<file path="config.mk">
export PLATFORM = sky130hd
export DESIGN_NAME = l2_mem_line_bridge
export DESIGN_NICKNAME = d
export VERILOG_FILES = /design/src/rtl/l2_mem_line_bridge.sv
export SDC_FILE = /design/constraint.sdc
export NUM_CORES = 2
export LEC_CHECK = 0
export CORE_AREA = 4 4 455 457
export CTS_CLUSTER_DIAMETER = 120
export DETAILED_ROUTE_END_ITERATION = 7
export DIE_AREA = 0 0 459 461
export SYNTH_ARGS = -nofsm -noshare
export SYNTH_HDL_FRONTEND = slang
export SYNTH_SLANG_ARGS = --single-unit
export TNS_END_PERCENT = 50
</file>
<file path="constraint.sdc">
create_clock -name clk -period 20.4 [get_ports clk]
set_input_delay 3.06 -clock clk [delete_from_list [all_inputs] [get_ports clk]]
set_output_delay 3.06 -clock clk [all_outputs]
set_load 0.03 [all_outputs]
</file>
<file path="src/rtl/l2_mem_line_bridge.sv">
// Serialises L2 line refills/writebacks into word accesses on a single-port BRAM,
// pipelined against a configurable read latency, with base rebasing and window masking.
module l2_mem_line_bridge #(
  parameter int          LINE_BITS   = 512,
  parameter int          WORD_BITS   = 32,
  parameter int          TNUM        = 22,
  parameter int          INUM        = 4,
  parameter logic [31:0] MEM_DEPTH   = 32'h0100_0000,
  parameter int          MEM_AW      = 24,
  parameter int          MEM_LATENCY = 2,
  parameter logic [31:0] BASE_ADDR   = 32'h0001_0094
) (
  input  logic                 clk,
  input  logic                 rstn,
  input  logic                 req_valid,
  input  logic                 req_write,
  input  logic [TNUM-1:0]      req_tag,
  input  logic [TNUM-1:0]      write_tag,
  input  logic [INUM-1:0]      req_index,
  input  logic [LINE_BITS-1:0] write_data,
  output logic                 ready,
  output logic [LINE_BITS-1:0] read_data,
  output logic                 error,
  output logic                 busy,
  output logic                 mem_en,
  output logic                 mem_we,
  output logic [MEM_AW-1:0]    mem_addr,
  output logic [WORD_BITS-1:0] mem_wdata,
  input  logic [WORD_BITS-1:0] mem_rdata
);

  localparam int W   = LINE_BITS / WORD_BITS;
  localparam int LB  = $clog2(LINE_BITS / 8);
  localparam int WB  = $clog2(WORD_BITS / 8);
  localparam int KW  = (W > 1) ? $clog2(W) : 1;
  localparam int LAW = TNUM + INUM + LB;

  localparam logic [1:0] S_IDLE  = 2'd0;
  localparam logic [1:0] S_ISSUE = 2'd1;
  localparam logic [1:0] S_DRAIN = 2'd2;
  localparam logic [1:0] S_DONE  = 2'd3;

  logic [1:0]                      state;
  logic [KW-1:0]                   k;
  logic                            wr_q;
  logic [LAW-1:0]                  la_q;
  logic                            any_in;
  logic [W-1:0][WORD_BITS-1:0]     line_q;
  logic [W-1:0][WORD_BITS-1:0]     rd_q;

  logic [MEM_LATENCY-1:0]          dl_valid;
  logic [MEM_LATENCY-1:0]          dl_win;
  logic [MEM_LATENCY-1:0][KW-1:0]  dl_slot;

  logic [32:0] byte_addr;
  logic [32:0] waddr;
  logic [32:0] word_idx;
  logic        borrow;
  logic        in_win;
  logic        issuing;
  logic        last_k;
  logic        cap;
  logic        cap_win;
  logic [KW-1:0] cap_slot;

  // NOTE: combinational logic uses blocking '=' so each line sees the value computed
  // just above it; sequential state below uses '<=' so all registers update together.
  always_comb begin
    byte_addr = 33'(la_q) + (33'(k) << WB);
    borrow    = byte_addr < {1'b0, BASE_ADDR};
    waddr     = byte_addr - {1'b0, BASE_ADDR};
    word_idx  = waddr >> WB;
    in_win    = !borrow && (word_idx < {1'b0, MEM_DEPTH});
  end

  assign issuing  = (state == S_ISSUE);
  assign last_k   = (k == KW'(W - 1));
  assign cap      = dl_valid[MEM_LATENCY-1];
  assign cap_win  = dl_win[MEM_LATENCY-1];
  assign cap_slot = dl_slot[MEM_LATENCY-1];

  // Reset is synchronous, so the strobes are also gated by rstn to stop a burst
  // in the very cycle reset is asserted rather than one edge later.
  assign mem_en    = rstn && issuing && in_win;
  assign mem_we    = mem_en && wr_q;
  assign mem_addr  = mem_en ? word_idx[MEM_AW-1:0] : '0;
  assign mem_wdata = mem_we ? line_q[k] : '0;
  assign ready     = rstn && (state == S_DONE);
  assign error     = ready && !any_in;
  assign busy      = rstn && (state != S_IDLE);
  assign read_data = rd_q;

  always_ff @(posedge clk) begin
    if (!rstn) begin
      state  <= S_IDLE;
      k      <= '0;
      wr_q   <= 1'b0;
      la_q   <= '0;
      any_in <= 1'b0;
    end else begin
      case (state)
        S_IDLE: begin
          if (req_valid) begin
            wr_q   <= req_write;
            la_q   <= {(req_write ? write_tag : req_tag), req_index, {LB{1'b0}}};
            k      <= '0;
            any_in <= 1'b0;
            state  <= S_ISSUE;
          end
        end
        S_ISSUE: begin
          if (in_win) any_in <= 1'b1;
          if (last_k) state <= wr_q ? S_DONE : S_DRAIN;
          else        k     <= k + 1'b1;
        end
        S_DRAIN: begin
          if (cap && cap_slot == KW'(W - 1)) state <= S_DONE;
        end
        default: state <= S_IDLE;
      endcase
    end
  end

  // NOTE: the writeback line is pure datapath, fully reloaded on every accept, so it
  // carries no reset; read_data does reset because its value is visible after reset.
  always_ff @(posedge clk) begin
    if (state == S_IDLE && req_valid) line_q <= write_data;
  end

  // Every issue slot of a read, masked or not, travels the delay line so the
  // completion time does not depend on how much of the line was in window.
  always_ff @(posedge clk) begin
    if (!rstn) begin
      dl_valid <= '0;
      dl_win   <= '0;
      dl_slot  <= '0;
    end else begin
      dl_valid[0] <= issuing && !wr_q;
      dl_win[0]   <= in_win;
      dl_slot[0]  <= k;
      for (int i = 1; i < MEM_LATENCY; i++) begin
        dl_valid[i] <= dl_valid[i-1];
        dl_win[i]   <= dl_win[i-1];
        dl_slot[i]  <= dl_slot[i-1];
      end
    end
  end

  always_ff @(posedge clk) begin
    if (!rstn) begin
      rd_q <= '0;
    end else if (cap) begin
      rd_q[cap_slot] <= cap_win ? mem_rdata : '0;
    end
  end

endmodule

</file>
==> summary.md <==
| Metric | Value |
|---|---|
| Overflow after GRT | 0 |
| Compound-cell area share of the yosys netlist | 9.96% |
| Fmax | 0.108 GHz |
| Remaining antenna violation count after routing | 0 |
| Post-synthesis net count | 4214 |
| Post-Synth Adder-Cell Area | 0.219% |
| Dpl hpwl | 121000 um |
| Final setup viols | 0 |
| Sink Count | 1070 |
| Cells after synthesis | 3611 |
| Post-CTS setup buffers | 0 |
| Slew Viols, Final | 0 |
| H-tree Lvls | 3 |
| Yosys cell types | 54 |
| Max Cap Viol | 0 |
| Crit path depth | 4 |
| Top_reg_cell synth | dfxtp_1 |
| Final hold vios | 0 |
| Comb pwr share | 14.2% |
| Mux cell area share after synthesis | 7.41% |
| Total global-route track usage | 14.6% |
| DR WL/cell | 21.9 um |
| Die Width | 459 um |
| Worst path required time | 17.34 ns |
| Least-Margin Pin Slew | 1.18 ns |
| Crit Path Max Fanout | 27 |
| Drt drc | 0 |
| I/O Buffers | 1168 |
| Clock-pin slew on the worst setup and hold paths | 0.06 ns |
| Critical path's most frequent cell | clkdlybuf4s50_1 |
| Core ar. | 204000 um^2 |
| Area growth from synthesis to layout | 46.8% |
| Synth Area in Simple Gates | 12.8% |
| Root Buffer | clkbuf_16 |
| Sequential cell area fraction in the yosys report | 66.4% |
| Pwr dens | 97.4 nW/um^2 |
| Hold path start | dl_win[0]$_SDFF_PN0_ |
| First-pass GRT wire length | 224000 um |
| Hold-fix buffers, CTS | 0 |
| Critical Path Source Type | primary input |
| I/O pin cnt | 1169 |
| Crit path buf inv count | 2 |
| RSZ-0062 raised after global routing | no |
| Vias in the first global route | 30423 |
| Resize count post-CTS | 0 |
| Switching Share | 27.0% |
| Internal power | 4.17 mW |
| Period utilization | 45.2% |
| Sequential fraction of design power | 47.0% |
| Skew-Pair Late Insertion Delay | 0.77 ns |
| Largest family of logic cells by synthesized area | simple AND/OR/NAND/NOR gates |
| Rows | 166 |
| Kind of critical path | in2out |
| Slowest CP cell | clkdlybuf4s50_1 |
| CP max stage delay | 0.92 ns |
| Synth warn | 0 |
| Status | finished, final reports clean |
| Post-synth ARST share | 0% |
| Clock Skew | 0.0486 ns |
| Routed wire length | 164000 um |
| Placed cell area | 54600 um^2 |
| CP Capture Type | output pin |
| Worst r2r src | state[0]$_SDFFE_PN0P_ |
| Initial antenna violation count | 54 |
| Fin area | 58700 um^2 |
| Synth area leaders | edfxtp_1 (38%), dfxtp_1 (28%), nor2_1 (10%) |
| Core Util, Final | 28.8% |
| Top cells by count, synth | nor2_1 (1070), a21oi_1 (584), dfxtp_1 (558), edfxtp_1 (512), clkbuf_1 (239) |
| Pin count of the biggest net entering global routing | 176 |
| CTS tree | built |
| Crit path cell chain | clkdlybuf4s50_1, nand2_1, a2111oi_2, clkdlybuf4s50_1 |
| CTS Buf Count | 115 |
| Tmin final | 9.22 ns |
| Crit-path leading delay family | buffers and inverters |
| Max-slew headroom | 20.8% |
| Total power | 5.72 mW |
| Initial DRC count | 2619 |
| Longest Clk Path Bufs | 3 |
| XOR/XNOR share of the synthesized area | 0.460% |
| Hold endpoint | dl_win[1]$_SDFF_PN0_ |
| Vias per std cell | 4.24 |
| Sum Neg Setup Slack | 0 ns |
| Clock share of power | 38.8% |
| Share of layout cells above drive strength 1 | 7.69% |
| Vias | 31756 |
| Seq cells post-synth | 1070 |
| Final #Nets | 5286 |
| EDFF count, synth | 512 |
| Synthesized area per cell | 11.1 um^2 |
| Peak supply drop | 0.0930 mV |
| Synth top area share | 38.4% |
| Area leader, netlist | edfxtp_1 |
| Top-count cell post-synth | nor2_1 |
| Worst reg-to-reg setup slack | 15.51 ns |
| Die Y | 461 um |
| Worst Reg-to-Reg Cells | 7 |
| NetSw | 1.55 mW |
| Mapped Area | 40000 um^2 |
| P_leak | 19.2 nW |
| Hold depth | 1 |
| RePlAce Congestion | 0.823 |
| R2R Path End | line_q[137]$_DFFE_PP_ |
| Die footprint | 212000 um^2 |
| Initial Utilization | 19.6% |
| HP Class | reg2reg |
| WP data arrival | 6.16 ns |
| Drt pass-1 iters | 5 |
-- sequential cells by signal (all words and copies together) (netlist names) --
register	cells
line_q	512
read_data	512
la_q	26
cap_slot	4
dl_slot	4
k	4
dl_valid	2
dl_win	2
state	2
any_in	1
wr_q	1
-- cell usage in the layout, fill, tap and decap left out, types with 15 or more instances in the layout --
cell	instances
a211oi_1	23
a21oi_1	584
a221oi_1	30
a22oi_1	32
buf_4	58
clkbuf_1	17
clkbuf_16	118
clkdlybuf4s50_1	1168
clkinv_2	15
dfxtp_1	554
diode_2	16
edfxtp_1	512
mux2i_1	152
mux4_2	64
nand2_1	120
nor2_1	1070
nor3_2	17
o21ai_0	38
-- final cells by class --
cell class                      count  area, um^2
Fill cell                       21024      145000
Antenna cell                       16        40.0
Timing Repair Buffer             1229       12200
Clock buffer                      148        3200
Inverter                           10        52.6
Sequential cell                  1070       26600
Multi-Input combinational cell   2257       12500
Tap cell                         2688        3360
Clock inverter                     70         860
-- worst max path at each step --
stage,from,to,slack [ns]
final,rstn,mem_addr[5],11.18
after CTS,rstn,mem_addr[5],11.20
after global placement,rstn,mem_addr[5],11.27
after detailed placement,rstn,mem_addr[5],11.22
after global routing,rstn,mem_addr[5],11.01
after floorplan,req_valid,la_q[22]$_SDFFE_PN0P_,1.97
-- through the flow --
step           std cells  setup WS, ns  hold slack, ns
2_1_floorplan       3611          1.97           0.412
3_3_place_gp        7254         11.27           0.428
3_5_place_dp        7254         11.22           0.431
4_1_cts             7472         11.20           0.450
5_1_grt             7482         11.01           0.456
6_report            7488         11.18           0.439
-- cell families after synthesis --
kind of cell,count (synthesis)
compound gates,728
xor+xnor,21
fa+ha+maj,7
buf+inv,284
flops,1070
mux,216
simple gates,1285
-- power by group through the flow --
stage | combinational [mW] | clock (mW) | sequential [mW]
after floorplan | 0.500 | 0 | 2.86
after global placement | 0.813 | 0 | 2.73
after detailed placement | 0.823 | 0 | 2.73
after CTS | 0.825 | 2.27 | 2.69
after global routing | 0.871 | 2.36 | 2.71
final | 0.811 | 2.22 | 2.69
-- metal layers --
| metal | vias to the layer above | wire (um) | GRT usage (%) |
|---|---|---|---|
| li1 | 14714 | - | - |
| met1 | 15220 | 59400 | 15.7 |
| met2 | 1452 | 83500 | 26.3 |
| met3 | 328 | 14500 | 4.60 |
| met4 | 42 | 6670 | 6.33 |
| met5 | - | 252 | 0 |
No activity file was read; power rests on OpenSTA's default activity.
